===== src/rtl/bimodal_pht.sv =====
// Bimodal pattern history table: one 2-bit saturating counter per PC-indexed entry,
// registered lookup with same-cycle update bypass, and saturating perf counters.
module bimodal_pht #(
  parameter int          PC_W       = 32,
  parameter int          INDEX_W    = 8,
  parameter logic [1:0]  INIT_STATE = 2'b01,
  parameter int          CNT_W      = 16
) (
  input  logic             i_clk,
  input  logic             i_rst,
  input  logic             i_lookup_en,
  input  logic [PC_W-1:0]  i_lookup_pc,
  input  logic             i_flush,
  output logic             o_pred_valid,
  output logic             o_pred_taken,
  output logic [1:0]       o_pred_state,
  input  logic             i_upd_en,
  input  logic [PC_W-1:0]  i_upd_pc,
  input  logic             i_upd_taken,
  input  logic             i_upd_pred,
  output logic [CNT_W-1:0] o_upd_cnt,
  output logic [CNT_W-1:0] o_mispred_cnt
);

  typedef enum logic [1:0] {
    SNT = 2'b00,
    WNT = 2'b01,
    WT  = 2'b10,
    ST  = 2'b11
  } ctr_t;

  localparam int DEPTH = 1 << INDEX_W;

  ctr_t pht [DEPTH];

  logic [INDEX_W-1:0] lidx;
  logic [INDEX_W-1:0] uidx;
  ctr_t               upd_next;
  ctr_t               rd_state;
  logic               unused_pc_bits;

  assign lidx = i_lookup_pc[INDEX_W+1:2];
  assign uidx = i_upd_pc[INDEX_W+1:2];
  assign unused_pc_bits = ^{i_lookup_pc[PC_W-1:INDEX_W+2], i_lookup_pc[1:0],
                            i_upd_pc[PC_W-1:INDEX_W+2], i_upd_pc[1:0]};

  function automatic ctr_t next_state(input ctr_t s, input logic taken);
    ctr_t n;
    n = s;
    unique case (s)
      SNT: n = taken ? WNT : SNT;
      WNT: n = taken ? WT  : SNT;
      WT:  n = taken ? ST  : WNT;
      ST:  n = taken ? ST  : WT;
      default: n = s;
    endcase
    return n;
  endfunction

  always_comb begin
    upd_next = next_state(pht[uidx], i_upd_taken);
    rd_state = pht[lidx];
    // Forward the in-flight update so a same-cycle lookup never sees the stale entry
    if (i_upd_en && (uidx == lidx)) begin
      rd_state = upd_next;
    end
  end

  always_ff @(posedge i_clk or posedge i_rst) begin
    if (i_rst) begin
      for (int unsigned i = 0; i < DEPTH; i++) begin
        pht[i] <= ctr_t'(INIT_STATE);
      end
    end else if (i_upd_en) begin
      pht[uidx] <= upd_next;
    end
  end

  always_ff @(posedge i_clk or posedge i_rst) begin
    if (i_rst) begin
      o_pred_valid <= 1'b0;
      o_pred_state <= '0;
    end else begin
      o_pred_valid <= i_lookup_en && !i_flush;
      if (i_lookup_en && !i_flush) begin
        o_pred_state <= rd_state;
      end
    end
  end

  assign o_pred_taken = o_pred_state[1];

  always_ff @(posedge i_clk or posedge i_rst) begin
    if (i_rst) begin
      o_upd_cnt     <= '0;
      o_mispred_cnt <= '0;
    end else if (i_upd_en) begin
      if (o_upd_cnt != '1) begin
        o_upd_cnt <= o_upd_cnt + CNT_W'(1);
      end
      if ((i_upd_pred != i_upd_taken) && (o_mispred_cnt != '1)) begin
        o_mispred_cnt <= o_mispred_cnt + CNT_W'(1);
      end
    end
  end

endmodule


===== config.mk =====
export PLATFORM = sky130hd
export DESIGN_NAME = bimodal_pht
export DESIGN_NICKNAME = d
export VERILOG_FILES = /design/src/rtl/bimodal_pht.sv
export SDC_FILE = /design/constraint.sdc
export NUM_CORES = 2
export LEC_CHECK = 0
export BUFFER_PORTS_ARGS = -buffer_cell sky130_fd_sc_hd__buf_4
export CORE_ASPECT_RATIO = 2
export CORE_UTILIZATION = 60
export DETAILED_ROUTE_END_ITERATION = 12
export PLACE_DENSITY = 0.84
export SETUP_SLACK_MARGIN = 0.15
export SLEW_MARGIN = 20
export SYNTH_ARGS = -nofsm -noshare
export SYNTH_HDL_FRONTEND = slang
export SYNTH_SLANG_ARGS = --single-unit

===== constraint.sdc =====
create_clock -name i_clk -period 43.5 [get_ports i_clk]
set_clock_uncertainty 0.1 [all_clocks]
set_input_delay 4.35 -clock i_clk [delete_from_list [all_inputs] [get_ports i_clk]]
set_output_delay 4.35 -clock i_clk [all_outputs]
set_load 0.1 [all_outputs]

## Word-level counts from Yosys, hierarchy flattened

Index checks and enable logic that the tools add are counted.

- Add/sub/neg operators: 2
- $mul: 0
- Div/mod/pow operators: 0
- Order comparisons: 3
- Equal/unequal tests: 7
- Shifts and indexed selects: 0
- Mux-type cells: 15
- Bitwise gates (word level): 2
- Reductions and logical operators: 8

Operator list:

| cell | number |
|---|---|
| $bwmux 512 | 1 |
| $add 16x1->16 const B | 2 |
| $bmux 2 s8 | 2 |
| $ne 16x16->1 const B | 2 |
| $ge 9x9->1 const B | 2 |
| $not 8->9 | 2 |
| $demux 2 s8 | 1 |
| $mux 2 | 8 |
| $lt 9x1->1 const B | 1 |
| $eq 8x8->1 | 1 |
| $pmux 2 s4 | 1 |
| $eq 2x2->1 const B | 2 |
| $logic_and 1x1->1 | 4 |
| $reduce_and 2->1 | 2 |
| $eq 2x1->1 const B | 1 |
| $logic_not 2->1 | 1 |
| $mux 1 | 2 |
| $logic_not 1->1 | 1 |
| $ne 1x1->1 | 1 |

- Register bits: 547
- Latch bits: 0
- RAM bits: 0
- Memory bits (read-only): 0
- Bits of input ports: 71
- Output and inout port bits: 36
- Logic and storage cells: 297
- Memories kept: 0

## Depth between registers and ports, before layout

- Word-level depth: 7
- Gate-level depth with buffers: 14
- Depth with buffers taken out: 8

## Worst setup path before layout

Ideal clock, no wire load.

- Kind: in2reg
- Start point: input port i_lookup_pc[2]
- End point: register o_pred_state[1]
- Data arrival time: 7.264 ns
- Required time: 43.271 ns
- Slack: 36.007 ns
- Cell stages on the path: 9
- Cells stage by stage: buf_1 -> clkbuf_1 -> mux4_2 -> mux4_2 -> mux4_2 -> nand2_1 -> nand2_1 -> o31ai_1 -> o31ai_1

- Cells in the longest elaborated chain, start to end: 5

Ends and longest elaborated chain:

| element | line | source |
|---|---|---|
| start: declaration | 12 | `input logic [PC_W-1:0] i_lookup_pc,` |
| $not 8->9 (not written as such) | 62 | `rd_state = pht[lidx];` |
| $bmux 2 s8 | 62 |  |
| $mux 2 (not written as such) (2 in series) | 62 |  |
| $mux 2 * | 64 | `if (i_upd_en && (uidx == lidx)) begin` |
| end signal: assignment | 86 | `o_pred_state <= rd_state;` |
| end: declaration | 16 | `output logic [1:0] o_pred_state,` |

Mark *: on every way between the ends. The rest lies on a longest branch, timed or not. The select of a mux whose other input is x is not followed.
A chain may end at the register's enable or synchronous reset.

## Final worst setup path

- Start point: input port i_upd_pc[2]
- End point: register pht[114] (netlist bit)

- Cells in the longest elaborated chain, start to end: 7

Ends and longest elaborated chain:

| element | line | source |
|---|---|---|
| start: declaration | 18 | `input logic [PC_W-1:0] i_upd_pc,` |
| $not 8->9 (not written as such) * | 61, 75 |  |
| $bmux 2 s8 | 61 | `upd_next = next_state(pht[uidx], i_upd_taken);` |
| $mux 2 (not written as such) (2 in series) | 61 |  |
| $eq 2x2->1 (tied with other cells) | 50 | `unique case (s)` |
| $pmux 2 s4 | 50 |  |
| $bwmux 512 * | 75 | `pht[uidx] <= upd_next;` |
| end signal: indexed assignment | 72 | `pht[i] <= ctr_t'(INIT_STATE);` |
| end signal: indexed assignment | 75 |  |
| end: declaration | 34 | `ctr_t pht [DEPTH];` |

Marked as above.

==> impl_metrics.toml <==
[logic_synthesis]
yosys_warnings = 0
ys_ff_latch = 547
synth_nets = 2447
async_reset_ff_frac = 1.00
synth_area_per_cell_um2 = 12.4
synth_cells = 2374
synth-seq-area-share = 0.474
synth-main-ff-cell = "dfrtp_1"
synth_area_um2 = 29500
synth_edf_count = 0
synth.distinct_cells = 42

[drt]
drc = 0
wire_per_inst_um = 28.4
dr.first_iter.drc_count = 2773
ant_nets = 0
vias_per_cell = 7.22
first_pass_iters = 5
wl_um = 85300
vias = 21653

[worst_setup_path]
slowest_delay_ns = 0.80
crit_required_ns = 43.92
timing_worst_setup_path_type = "in2reg"
cp.arrival_ns = 10.12
crit_family = "buffers and inverters"
crit_slowest_cell = "buf_4"
worst-path-buf-inv = 3
rr_startpoint = "pht[32]"
worst-r2r-cell-count = 9
r2r_end = "pht[114]"
critPathMaxFanout = 92
path_cells = "clkbuf_8 -> buf_4 -> mux4_2 -> a22oi_1 -> a21oi_1 -> nor4_1 -> o22ai_1 -> nor3_2 -> maj3_4 -> buf_4 -> mux2_2"
crit_top_cell = "buf_4"
cp.depth = 11
worstSetupStartpointType = "input pin"
r2r_slack_ns = 38.82
end_kind = "register"

[clocking]
tritoncts = "done"
cts-htree-levels = 2
holdBufCountCts = 0
clk_pin_slew_ns = 0.07
cts_setup_buffers = 0
cts_root_buf = "clkbuf_16"
cts.sinks = 547
clockBufferDepth = 3
clock_latency_ns = 0.60
cts_resized = 0
cts_buffers = 46

[global_route]
antenna_found_initial = 2
grt_pass1_vias = 22694
grt_pass1_wl_um = 133000
grt_max_degree = 158
grt_usage = 0.351
grt.overflow.total = 0

[cells_and_area]
layout_commonest_cell = "nor2_1"
final_nets = 2398
multi_input_area_um2 = 14800
mostFrequentLayoutCells = "335 x nor2_1, 296 x mux4_2, 291 x dfrtp_1"
syn_to_final_growth_pct = 8.41
area.sequential_um2 = 14000
nFillCells = 3187
drive_gt1_frac = 0.417
finalCoreUtilization = 0.660

[timing]
fin_tns_setup_ns = 0
hold_viol = 0
fin_crit_sh = 0.223
rsz0062_at_grt = "false"
slew_headroom = 0.164
setup_viol = 0
max_slew.worst_pin.slew_ns = 1.25
maxSlewViolCount = 0
finalCriticalPeriod_ns = 9.70
clock.fmax_ghz = 0.103

[power_and_ir_drop]
p_leak_nw = 12.7
finalPower_w = 0.00125
irDropWorstVdd_mv = 0.0523
power_density_nw_per_um2 = 39.1

[die]
rows = 114
die_area_um2 = 50200
fp.coreArea_um2 = 48500
floorplan.initialDensity = 0.609
die_w_um = 159
ios = 107
die_height_um = 316

[worst_hold_path]
hold_path.startpoint = "o_upd_cnt[15]"
hold_end = "o_upd_cnt[15]"
holdCritPathClass = "reg2reg"
holdPathStages = 1

[placed_design]
hpwl_um = 52500
gp_congestion = 0.899
port_buffers = 58

[run_status]
status = "finished clean"

[job]
maxCapViolCount = 0
synth_stat cells, types with 5 or more instances:
| cell | instances | area [µm²] |
|---|---|---|
| xor2_1 | 21 | 184 |
| nand2b_1 | 7 | 43.8 |
| nor3_1 | 9 | 45.0 |
| nand4_1 | 7 | 43.8 |
| and3_1 | 8 | 50.1 |
| xnor2_1 | 18 | 158 |
| nor2_1 | 336 | 1260 |
| and2_1 | 5 | 31.3 |
| nor4_1 | 10 | 62.6 |
| nand2_1 | 248 | 931 |
| mux4_2 | 296 | 6670 |
| inv_1 | 8 | 30.0 |
| dfstp_2 | 256 | 6730 |
| buf_2 | 54 | 270 |
| clkbuf_1 | 93 | 349 |
| nand3_1 | 32 | 160 |
| dfrtp_1 | 291 | 7280 |
| a21oi_1 | 178 | 891 |
| mux2_2 | 258 | 2910 |
| a22oi_1 | 65 | 488 |
| nor2b_1 | 9 | 56.3 |
| buf_1 | 26 | 97.6 |
| o21ai_0 | 110 | 551 |
flip-flops by register name (all words and copies together), names as in the netlist:
signal	count
pht	512
o_upd_cnt	16
o_pred_valid	1
o_pred_state	2
o_mispred_cnt	16
where the power goes:
group / total (W) / internal (W) / switching (W)
combinational: 0.000201 / 0.0000684 / 0.000133
sequential: 0.000577 / 0.000549 / 0.0000278
clock: 0.000473 / 0.000271 / 0.000201
total: 0.00125 / 0.000889 / 0.000362
through the flow:
step	std cells	area [µm²]	worst slack [ns]	hold slack (ns)
after floorplan	2374	29500	24.18	0.360
after global placement	2914	30300	33.41	0.374
after detailed placement	2914	30300	33.28	0.385
after CTS	2999	32000	33.89	0.397
after global routing	3000	32000	33.44	0.421
final	3001	32000	33.80	0.390
cells by family (layout without fill, tap and decap cells):
logic type,count (synthesis),in the layout,synth area share
buf+inv,186,174,0.0267
fa+ha+maj,4,4,0.00157
compound gates,362,362,0.0678
mux,554,554,0.324
flops,547,547,0.474
other cells,0,1,0
xor+xnor,39,39,0.0116
simple gates,682,682,0.0940
layer usage:
layer / part of all wire / up-vias / track usage
li1: - / 8671 / -
met1: 0.31 / 11037 / 0.394
met2: 0.50 / 1436 / 0.576
met3: 0.091 / 507 / 0.0712
met4: 0.10 / 2 / 0.302
met5: 0.00013 / - / 0
layout make-up:
cell class,instances,share of cell area
diodes,1,0.0000782
clock buffers,61,0.0406
clock inverters,24,0.0125
inverters,8,0.00117
multi-input cells,1641,0.463
flip-flops and latches,547,0.438
well taps,638,0.0249
repair buffers,81,0.0207
worst max path at each step:
stage / end / startpoint / slack, ns
6_report: pht[114] / i_upd_pc[2] / 33.80
5_1_grt: pht[433] / i_upd_pc[2] / 33.44
4_1_cts: pht[433] / i_upd_pc[2] / 33.89
3_5_place_dp: pht[262] / i_upd_pc[2] / 33.28
3_3_place_gp: pht[36] / i_upd_pc[2] / 33.41
2_1_floorplan: o_mispred_cnt[0] / i_rst / 24.18
No activity file was read; power rests on OpenSTA's default activity.
